--- src/rtl/vending_pkg.sv ---
// Shared types and constants for the coin-operated vending controller.
// Coin codes double as the change_type encoding.
package vending_pkg;

   typedef enum logic [1:0] {
      ST_IDLE,
      ST_COLLECT,
      ST_VEND,
      ST_CHANGE
   } vend_state_t;

   localparam logic [1:0] COIN_N   = 2'b00;
   localparam logic [1:0] COIN_D   = 2'b01;
   localparam logic [1:0] COIN_Q   = 2'b10;
   localparam logic [1:0] COIN_BAD = 2'b11;

   localparam int unsigned VAL_N = 5;
   localparam int unsigned VAL_D = 10;
   localparam int unsigned VAL_Q = 25;

   function automatic int unsigned coin_value(input logic [1:0] t);
      unique case (t)
         COIN_N:  return VAL_N;
         COIN_D:  return VAL_D;
         COIN_Q:  return VAL_Q;
         default: return 0;
      endcase
   endfunction

endpackage

--- src/rtl/vending_ctrl_timeout.sv ---
// Idle-cycle counter for the COLLECT state; expired marks the
// TIMEOUT-th consecutive idle cycle.
module vend_timeout_counter #(
   parameter int unsigned TIMEOUT = 255
) (
   input  logic clk,
   input  logic rstn,
   input  logic clear,
   input  logic enable,
   output logic expired
);

   localparam int W = (TIMEOUT > 1) ? $clog2(TIMEOUT) : 1;
   localparam logic [W-1:0] LAST = W'(TIMEOUT - 1);

   logic [W-1:0] cnt;

   always_ff @(posedge clk or negedge rstn) begin
      if (!rstn) begin
         cnt <= '0;
      end else if (clear) begin
         cnt <= '0;
      end else if (enable && !expired) begin
         cnt <= cnt + W'(1);
      end
   end

   assign expired = (cnt == LAST);

endmodule

--- src/rtl/vending_ctrl.sv ---
// Vending machine controller: coin collection, one-cycle vend and
// greedy change / refund, all outputs decoded from registered state.
module vending_ctrl #(
   parameter int unsigned PRICE    = 50,
   parameter int unsigned CREDIT_W = 8,
   parameter int unsigned TIMEOUT  = 255
) (
   input  logic                clk,
   input  logic                rstn,
   input  logic                coin_valid,
   input  logic [1:0]          coin_type,
   input  logic                cancel,
   output logic [CREDIT_W-1:0] credit,
   output logic                dispense,
   output logic                change_valid,
   output logic [1:0]          change_type,
   output logic                coin_reject,
   output logic                busy
);

   import vending_pkg::*;

   localparam logic [CREDIT_W-1:0] PRICE_C = CREDIT_W'(PRICE);

   vend_state_t         state_q, state_d;
   logic [CREDIT_W-1:0] credit_q, credit_d;
   logic                rej_q, rej_d;
   logic [CREDIT_W-1:0] sum;
   logic [CREDIT_W-1:0] chg_val;
   logic [1:0]          chg_type;
   logic                coin_ok;
   logic                t_clear, t_en, t_exp;

   vend_timeout_counter #(.TIMEOUT(TIMEOUT)) u_tmo (
      .clk    (clk),
      .rstn   (rstn),
      .clear  (t_clear),
      .enable (t_en),
      .expired(t_exp)
   );

   assign coin_ok = coin_valid && (coin_type != COIN_BAD);
   assign sum     = credit_q + CREDIT_W'(coin_value(coin_type));

   // Greedy choice of the next change coin
   always_comb begin
      chg_type = COIN_N;
      chg_val  = CREDIT_W'(VAL_N);
      if (credit_q >= CREDIT_W'(VAL_Q)) begin
         chg_type = COIN_Q;
         chg_val  = CREDIT_W'(VAL_Q);
      end else if (credit_q >= CREDIT_W'(VAL_D)) begin
         chg_type = COIN_D;
         chg_val  = CREDIT_W'(VAL_D);
      end
   end

   always_comb begin
      state_d  = state_q;
      credit_d = credit_q;
      rej_d    = 1'b0;
      t_clear  = (state_q != ST_COLLECT);
      t_en     = 1'b0;
      unique case (state_q)
         ST_IDLE, ST_COLLECT: begin
            if (state_q == ST_COLLECT && cancel) begin
               state_d = ST_CHANGE;
               rej_d   = coin_valid;
            end else if (coin_ok) begin
               credit_d = sum;
               t_clear  = 1'b1;
               state_d  = (sum >= PRICE_C) ? ST_VEND : ST_COLLECT;
            end else begin
               rej_d = coin_valid;
               if (state_q == ST_COLLECT) begin
                  t_en = 1'b1;
                  if (t_exp) state_d = ST_CHANGE;
               end
            end
         end
         ST_VEND: begin
            rej_d    = coin_valid;
            credit_d = credit_q - PRICE_C;
            state_d  = (credit_q == PRICE_C) ? ST_IDLE : ST_CHANGE;
         end
         ST_CHANGE: begin
            rej_d    = coin_valid;
            credit_d = credit_q - chg_val;
            if (credit_q == chg_val) state_d = ST_IDLE;
         end
         default: state_d = ST_IDLE;
      endcase
   end

   always_ff @(posedge clk or negedge rstn) begin
      if (!rstn) begin
         state_q  <= ST_IDLE;
         credit_q <= '0;
         rej_q    <= 1'b0;
      end else begin
         state_q  <= state_d;
         credit_q <= credit_d;
         rej_q    <= rej_d;
      end
   end

   assign credit       = credit_q;
   assign dispense     = (state_q == ST_VEND);
   assign change_valid = (state_q == ST_CHANGE);
   assign change_type  = change_valid ? chg_type : COIN_N;
   assign coin_reject  = rej_q;
   assign busy         = (state_q == ST_VEND) || (state_q == ST_CHANGE);

endmodule

--- config.mk ---
export PLATFORM = sky130hd
export DESIGN_NAME = vending_ctrl
export DESIGN_NICKNAME = d
export VERILOG_FILES = /design/src/rtl/vending_pkg.sv /design/src/rtl/vending_ctrl_timeout.sv /design/src/rtl/vending_ctrl.sv
export SDC_FILE = /design/constraint.sdc
export NUM_CORES = 1
export LEC_CHECK = 0
export CAP_MARGIN = 20
export CORE_MARGIN = 3
export CORE_UTILIZATION = 54
export CTS_BUF_LIST = sky130_fd_sc_hd__clkbuf_4 sky130_fd_sc_hd__clkbuf_8 sky130_fd_sc_hd__clkbuf_16
export CTS_CLUSTER_DIAMETER = 120
export CTS_CLUSTER_SIZE = 16
export DETAILED_ROUTE_END_ITERATION = 8
export PLACE_DENSITY_LB_ADDON = 0.08
export SYNTH_ARGS = -nofsm -noshare
export SYNTH_HDL_FRONTEND = slang
export SYNTH_SLANG_ARGS = --single-unit
--- constraint.sdc ---
create_clock -name clk -period 3.6 [get_ports clk]
set_input_delay 1.08 -clock clk [delete_from_list [all_inputs] [get_ports clk]]
set_output_delay 1.08 -clock clk [all_outputs]
set_load 0.02 [all_outputs]
==> flow_summary.yaml <==
setup_path:
  critPathKind: "flip-flop to primary output"
  cpPeakStageDelay_ns: 0.54
  crit_path_end_kind: "primary output"
  reg2regPathDepth: 11
  crit_chain: "or3_4 > or3b_2 > nand2_2 > nor2_1 > clkdlybuf4s50_1"
  r2r_end: "credit[6]"
  cp-start-kind: "flip-flop"
  cp.arrival_ns: 2.40
  crit_fanout: 5
  cp.required_ns: 2.52
  cp_slowest_cell: "clkdlybuf4s50_1"
  cp_num_buf_inv: 1
  reg2reg_from: "credit[7]"
  ff2ff_setup_slack_ns: 0.44
  crit_family: "simple AND/OR/NAND/NOR gates"
min_path:
  hold_class: "flip-flop to flip-flop"
  hold_depth: 2
  holdPathEnd: "u_tmo.cnt[7]"
  worstHoldStart: "u_tmo.cnt[7]"
routing:
  wl_per_cell_microns: 16.7
  num_vias: 1807
  dr.pass1.iters: 5
  viasPerCell: 6.21
  totalWireLength_microns: 4850
  final_antenna_net_count: 0
  drtIter0Drc: 194
  drc_errors: 0
timing:
  rsz0062_at_grt: "no"
  fin_crit_sh_pct: 96.7
  fin_setup_tns_ns: 0
  max-slew-margin-rel_pct: 38.2
  whs_ns: 0.584
  skew_ns: 0.00226
  finalHoldViolations: 0
  slew_viol_final: 0
  finalSetupViolCount: 0
  fmax_mhz: 287
  fin_crit_ns: 3.48
  worstMarginPinSlew_ns: 0.923
  fin_ws_ns: 0.120
logic_synthesis:
  synthFlopType: "dfrtp_1"
  ys_ff_latch: 19
  synth_cell_types: 47
  synth-async-reset-ratio_pct: 100
  synth_edf_count: 0
  netlist_instances: 225
  syn-num-nets: 252
  seq_area_frac_synth_pct: 25.9
  synth_area_sq_um: 1840
  synth.avg_cell_area_sq_um: 8.16
  yosys_warnings: 0
grt:
  track_usage_pct: 25.9
  antenna_found_initial: 0
  grt_pass1_vias: 1829
  grt-ovfl-total: 0
  grt_max_degree: 20
  grt_first_pass_wirelength_microns: 8630
power_and_ir_drop:
  power_frac_comb_pct: 74.4
  intPower_uw: 985
  clkPwrFrac_pct: 5.9
  ir_worst_vdd_mv: 0.548
  p_leak_nw: 0.949
  swShare_pct: 52.1
  powerDensity_nw_per_um2: 967
  p_sw_mw: 1.07
  seqPwrFrac_pct: 19.7
final_layout:
  antennaDiodeCount: 0
  drive_gt1_share_pct: 7.69
  nets: 275
  area_delta_synth_final_pct: 16.0
placed_design:
  place.gp.congestion: 0.981
  pre_cts_ws_ns: -0.00676
  dp_hpwl_microns: 3760
  io_buffer_count: 19
floorplan:
  die_area_sq_um: 4130
  die_w_microns: 64.3
  chipHeight_microns: 64.3
  row_count: 20
  ios: 20
  initial_utilization_pct: 58.2
  core_area_sq_um: 3150
clock_tree:
  postCtsHoldBufs: 0
  cts_tree: "done"
  clock-sinks: 19
  root_buffer: "clkbuf_4"
  cts_setup_buffers: 0
  cts_resized: 0
  cts_htree_levels: 1
  cts.path.max_buffers: 2
  clk_latency_ns: 0.31
  cts.reportedPaths.clkPinSlew_ns: 0.13
  numCtsBuffers: 3
status:
  status: "finished clean"
job:
  maxCapViolCount: 0
[synth_stat cells (4+ instances only)]
cell / n / share of area (%)
a21o_1: 5 / 2.0
ha_1: 19 / 13
nor2_1: 28 / 5.7
o21ai_0: 16 / 4.4
nand2_1: 12 / 2.5
dfrtp_1: 19 / 26
nand3_1: 11 / 3.0
a211oi_1: 5 / 2.0
inv_1: 16 / 3.3
xor2_1: 11 / 5.2
o21a_1: 4 / 1.6
clkbuf_1: 5 / 1.0
a21oi_1: 14 / 3.8
nand4_1: 5 / 1.7
[power by group through the flow]
stage | sequential [mW] | clock [mW] | combinational [mW]
CTS | 0.402 | 0.124 | 1.51
finish | 0.405 | 0.121 | 1.53
global route | 0.421 | 0.135 | 1.68
detailed placement | 0.407 | 0 | 1.50
floorplan | 0.426 | 0 | 1.01
global placement | 0.401 | 0 | 1.47
[flip-flops by register name, indices dropped and copies added, names as in the netlist]
register,flops
coin_reject,1
u_tmo.cnt,8
credit,8
state_q,2
[cells by family after synthesis]
logic type / Yosys count / synth area share, %
AOI/OAI and AO/OA: 71 / 26.2
and+or+nand+nor: 75 / 20.2
adders and majority gates: 21 / 15.1
muxes: 1 / 0.613
DFF: 19 / 25.9
buffers and inverters: 25 / 5.73
xor gates and xnor gates: 13 / 6.20
[final cells by class]
cell class	instances	area, sq um
Multi-Input combinational cell	181	1260
Fill cell	288	1020
Sequential cell	19	475
Timing Repair Buffer	27	250
Inverter	16	60.1
Tap cell	44	55.1
Clock buffer	3	22.5
Clock inverter	1	7.51
[layer usage]
| layer | part of all wire [%] | vias up | wire length, microns | track usage (%) |
|---|---|---|---|---|
| li1 | - | 859 | - | - |
| met1 | 45 | 863 | 2190 | 36.8 |
| met2 | 46 | 76 | 2210 | 40.1 |
| met3 | 8.3 | 9 | 405 | 5.98 |
| met4 | 1.0 | 0 | 50 | 5.54 |
| met5 | 0 | - | 0 | 0 |
[worst max-delay path by stage]
stage / from / end / slack [ns] / cells past startpoint
global placement: coin_type[0] / state_q[1] / 0.08 / 9
finish: credit[7] / change_type[0] / 0.12 / 5
CTS: credit[7] / change_type[0] / 0.04 / 5
global route: credit[7] / change_type[0] / 0.04 / 5
detailed placement: coin_type[1] / state_q[1] / -0.007 / 9
floorplan: credit[6] / credit[6] / 0.53 / 12
[metrics by stage]
stage               cell area [sq um]  utilization [%]  cells  total power [mW]
detailed placement               2100             66.5    287              1.91
floorplan                        1840                -    225              1.44
CTS                              2130             67.4    291              2.04
finish                           2130             67.5    291              2.06
global route                     2130             67.5    291              2.24
global placement                 2100             66.5    287              1.87
[cells in the final DEF (no fill, tap or decap), types with 3 or more instances in the layout]
master,netlist,layout
a211oi_1,5,5
a21o_1,5,5
a21oi_1,14,14
a221oi_1,3,3
a22oi_1,3,3
a31oi_1,3,3
buf_4,0,8
clkbuf_4,0,3
clkdlybuf4s50_1,0,19
dfrtp_1,19,19
ha_1,19,19
inv_1,16,16
nand2_1,12,11
nand2b_1,3,3
nand3_1,11,11
nand4_1,5,5
nor2_1,28,28
nor2b_1,3,3
o2111ai_1,3,3
o211ai_1,3,3
o21a_1,4,4
o21ai_0,16,16
xor2_1,11,11
[worst min-delay path: cells and delay by family (launching register included)]
family / cells / cell delay [ns]
AND/OR/NAND/NOR: 1 / 0.09
flip-flops: 1 / 0.39
XOR/XNOR: 1 / 0.08
No activity file was read; power rests on OpenSTA's default activity.
